===== src/rtl/fourbee_ctrl.sv =====
// fourbee_ctrl: multi-cycle fetch/decode/execute FSM for the fourbee 4-bit CPU.
// Define FOURBEE_SINGLE_STEP_EN to add the step input and a PAUSE state after each retire.
module fourbee_ctrl #(
    parameter int PC_W    = 8,
    parameter int INSTR_W = 12
) (
    input  logic               clk,
    input  logic               rst,
    input  logic               run,
`ifdef FOURBEE_SINGLE_STEP_EN
    input  logic               step,
`endif
    output logic [PC_W-1:0]    pc,
    input  logic [INSTR_W-1:0] instr,
    output logic [3:0]         alu_op,
    output logic [1:0]         rx_sel,
    output logic [1:0]         ry_sel,
    output logic [3:0]         mem_addr,
    output logic               mem_req,
    input  logic               mem_ack,
    input  logic               alu_z,
    input  logic               alu_n,
    output logic               reg_we,
    output logic               flag_z,
    output logic               flag_n,
    output logic               halted
);
    localparam logic [2:0] S_FETCH  = 3'd0;
    localparam logic [2:0] S_DECODE = 3'd1;
    localparam logic [2:0] S_MEM    = 3'd2;
    localparam logic [2:0] S_EXEC   = 3'd3;
    localparam logic [2:0] S_HALT   = 3'd4;
    localparam logic [2:0] S_PAUSE  = 3'd5;
`ifdef FOURBEE_SINGLE_STEP_EN
    localparam logic [2:0] S_RETIRE = S_PAUSE;
`else
    localparam logic [2:0] S_RETIRE = S_FETCH;
`endif
    logic [2:0]         state_q, state_d;
    logic [PC_W-1:0]    pc_q, pc_d;
    logic [INSTR_W-1:0] ir_q, ir_d;
    logic               fz_q, fz_d, fn_q, fn_d;
    logic               retire, alu_x, cond, take;
    assign alu_x  = (state_q == S_EXEC && ir_q[11:10] == 2'b00) || (state_q == S_MEM && mem_ack);
    assign retire = state_q == S_EXEC || (state_q == S_MEM && mem_ack);
    assign cond   = ir_q[9:8] == 2'b00 ? 1'b1 : ir_q[9:8] == 2'b01 ? fz_q :
                    ir_q[9:8] == 2'b10 ? fn_q : !fz_q;
    assign take   = ir_q[11:10] == 2'b10 && cond;
    always_comb begin
        state_d = state_q;
        ir_d    = ir_q;
        pc_d    = retire ? (take ? PC_W'(ir_q[7:0]) : pc_q + 1'b1) : pc_q;
        fz_d    = alu_x ? alu_z : fz_q;
        fn_d    = alu_x ? alu_n : fn_q;
        case (state_q)
            S_FETCH:  state_d = run ? S_DECODE : S_FETCH;
            S_DECODE: begin
                ir_d    = instr;
                state_d = instr[11:10] == 2'b01 ? S_MEM : instr[11:10] == 2'b11 ? S_HALT : S_EXEC;
            end
            S_MEM:    state_d = mem_ack ? S_RETIRE : S_MEM;
            S_EXEC:   state_d = S_RETIRE;
            S_HALT:   state_d = S_HALT;
`ifdef FOURBEE_SINGLE_STEP_EN
            S_PAUSE:  state_d = step ? S_FETCH : S_PAUSE;
`endif
            default:  state_d = S_FETCH;
        endcase
    end
    always_ff @(posedge clk or posedge rst) begin
        if (rst) begin
            state_q <= S_FETCH;
            pc_q    <= '0;
            ir_q    <= '0;
            fz_q    <= 1'b0;
            fn_q    <= 1'b0;
        end else begin
            state_q <= state_d;
            pc_q    <= pc_d;
            ir_q    <= ir_d;
            fz_q    <= fz_d;
            fn_q    <= fn_d;
        end
    end
    // Strobes decode straight from state so async reset clears them the same cycle.
    assign pc       = pc_q;
    assign alu_op   = ir_q[9:6];
    assign rx_sel   = ir_q[5:4];
    assign ry_sel   = ir_q[3:2];
    assign mem_addr = ir_q[3:0];
    assign mem_req  = state_q == S_MEM;
    assign reg_we   = alu_x;
    assign flag_z   = fz_q;
    assign flag_n   = fn_q;
    assign halted   = state_q == S_HALT;
endmodule


===== config.mk =====
export PLATFORM = sky130hd
export DESIGN_NAME = fourbee_ctrl
export DESIGN_NICKNAME = d
export VERILOG_FILES = /design/src/rtl/fourbee_ctrl.sv
export SDC_FILE = /design/constraint.sdc
export NUM_CORES = 1
export LEC_CHECK = 0
export CAP_MARGIN = 20
export CORE_AREA = 3 3 57 59
export DETAILED_ROUTE_END_ITERATION = 6
export DIE_AREA = 0 0 60 62
export PLACE_DENSITY_LB_ADDON = 0.3
export SYNTH_ARGS = -nofsm -noshare
export SYNTH_HDL_FRONTEND = slang
export SYNTH_SLANG_ARGS = --single-unit

===== constraint.sdc =====
create_clock -name clk -period 3.4 [get_ports clk]
set_input_delay 0.85 -clock clk [delete_from_list [all_inputs] [get_ports clk]]
set_output_delay 0.85 -clock clk [all_outputs]
set_load 0.05 [all_outputs]

==> reports/qor.txt <==
CTS tree = yes
Max Freq = 352.8 MHz
Period utilisation layout = 83.36%
1st-pass router iterations = 4
Global-route wire length before repair = 4678 um
Clk root buf = clkbuf_4
MaxCap Viol Count = 0
Post-Syn Nets = 144
Cts repair resizes = 0
Synth Area in Compound Gates = 10.37%
Outcome = finished, final reports clean
Measured slew at the worst slew-check pin = 0.9521 ns
FP Rows = 19
Post-Synth Simple-Gate Area = 15.37%
WL per Instance = 15.39 um
Synthesized-area fraction occupied by adder cells = 0.9259%
CP startpoint kind = primary input
Synth cell types = 39
CTS sink count = 25
Max-slew headroom = 36.45%
Final Setup Violations = 0
CTS H-tree depth = 1
Port Buffers = 42
Hpwl dp = 2100 um
Crit path DAT = 1.98 ns
Critical Path End Type = output pin
Clock slew at reported path FFs = 0.14 ns
Routed vias/inst = 5.543
Cells after synthesis = 125
Syn_area_per_cell = 10.81 um2
Vias in the first global route = 1,000
Initial DRC count = 47
CP Class = primary input to output pin
Sum Neg Setup Slack = 0 ns
Crit-path max FO = 3
Most frequent cell after synthesis = dfrtp_1
Clock skew = 0.01068 ns
Main combinational cell family by area after synthesis = simple AND/OR/NAND/NOR gates
I/O pin total = 43
Synth area leaders = dfrtp_1 46%, mux2_2 12%, buf_4 7.8%, mux2i_1 3.7%, nand2_1 2.2%
Max-slew violations = 0
Pin count of the biggest net entering global routing = 26
Period minus WS final = 2.834 ns
RSZ-0062 raised after global routing = no
Synth Register Bits = 25
Post-synth top cells = 25 x dfrtp_1, 14 x buf_4, 14 x mux2_2
Share of the synthesized area in the top cell type = 46.30%
Hold WC Path Type = flip-flop to flip-flop
DR DRC count = 0
Die area = 3720 um2
CTS Buffer Depth = 2
Diode count = 0
Die Wd = 60 um
Global Route Usage Sum = 16.75%
Die Y-Extent = 62 um
Worst EP required = 2.55 ns
Total gr overflow = 0
XOR/XNOR share of the synthesized area = 0.6481%
Initial antenna violation count = 0
Fraction of layout instances using a drive strength above 1 = 18.71%
Layout Nets = 175
Sequential-to-total area share from yosys stat = 46.30%
Syn-to-layout area delta = 28.70%
Num CTS Buffers = 3
YS warnings = 0
Mux cell area share after synthesis = 15.37%
Vias = 1,031
Initial core utilization = 49.00%
Total wire length = 2862 um
Largest area contributor in the netlist = dfrtp_1
Cell Area, Synth = 1351 um2
EDFF count, synth = 0
Worst-Skew Late Latency = 0.32 ns
Synth Flop Type = dfrtp_1
Hold Buf Count CTS = 0
ANT nets after route = 0
Post-CTS Setup Bufs = 0
Core Area = 2758 um2
Placer Congestion = 0.7935
Final hold violation count = 0
Post-synth ARST share = 100.0%
-- logic make-up (layout without fill, tap and decap cells) --
family	Yosys count	count (layout)
adders and majority gates	1	1
buffers and inverters	23	53
DFF	25	25
AOI/OAI and AO/OA	19	19
and+or+nand+nor	37	37
muxes	19	19
xor gates and xnor gates	1	1
-- state kept, by name, indices dropped and copies added, names as in the netlist --
name,cells
flag_n,1
flag_z,1
ir_q,12
pc,8
state_q,3
-- worst max-delay path, cell delays in order --
cell             delay [ns]
clkdlybuf4s50_1        0.50
mux2i_1                0.07
or2_2                  0.31
inv_1                  0.10
buf_12                 0.14
-- path summary, 6_finish.rpt --
path                                 start          to  slack, ns  depth (start not counted)
worst max-delay path               mem_ack      reg_we       0.57                          5
worst min-delay path            state_q[2]  state_q[0]       0.51                          1
worst max register to register  state_q[0]     ir_q[9]       1.65                          3
worst min register to register  state_q[2]  state_q[0]       0.51                          1
max in group asynchronous              rst    ir_q[11]       1.79                          2
min in group asynchronous              rst     ir_q[5]       1.02                          2
-- placed cells by master (no fill, tap or decap), types with 2 or more instances in the layout --
| cell | count |
|---|---|
| inv_1 | 5 |
| a211o_1 | 2 |
| a22oi_1 | 2 |
| nand3_1 | 4 |
| o21ai_0 | 2 |
| dfrtp_1 | 25 |
| nand2_1 | 8 |
| a21oi_1 | 5 |
| nand4_1 | 2 |
| mux2_2 | 14 |
| and3_2 | 2 |
| or4_1 | 2 |
| and3_1 | 2 |
| clkdlybuf4s50_1 | 41 |
| clkbuf_4 | 3 |
| mux2i_1 | 5 |
| nor2_1 | 7 |
-- area by class of cell --
type | count | area, um2
Clock inverter | 1 | 7.507
Fill cell | 250 | 1018
Inverter | 5 | 18.77
Multi-Input combinational cell | 77 | 576.8
Clock buffer | 3 | 22.52
Timing Repair Buffer | 44 | 449.2
Sequential cell | 25 | 625.6
Tap cell | 31 | 38.79
-- stage by stage --
stage / area, um2 / instances / setup WS [ns] / util, % / hold WS [ns]
2_1_floorplan: 1351 / 125 / 0.8379 / - / 0.4602
3_5_place_dp: 1698 / 181 / 0.5619 / 61.57 / 0.4872
6_report: 1739 / 186 / 0.5658 / 63.07 / 0.5083
4_1_cts: 1728 / 185 / 0.5607 / 62.66 / 0.5082
5_1_grt: 1739 / 186 / 0.4723 / 63.07 / 0.5289
3_3_place_gp: 1698 / 181 / 0.5781 / 61.57 / 0.4683
-- routing by layer --
layer  track usage (%)  wire (um)  vias up
li1                  -          -      498
met1             21.22       1234      499
met2             29.01       1419       32
met3             3.512        191        2
met4             4.747         17        0
met5                 0          0        -
Power is not shown: default switching activity piles up to over one toggle a cycle in this logic, so the estimate is an artifact.
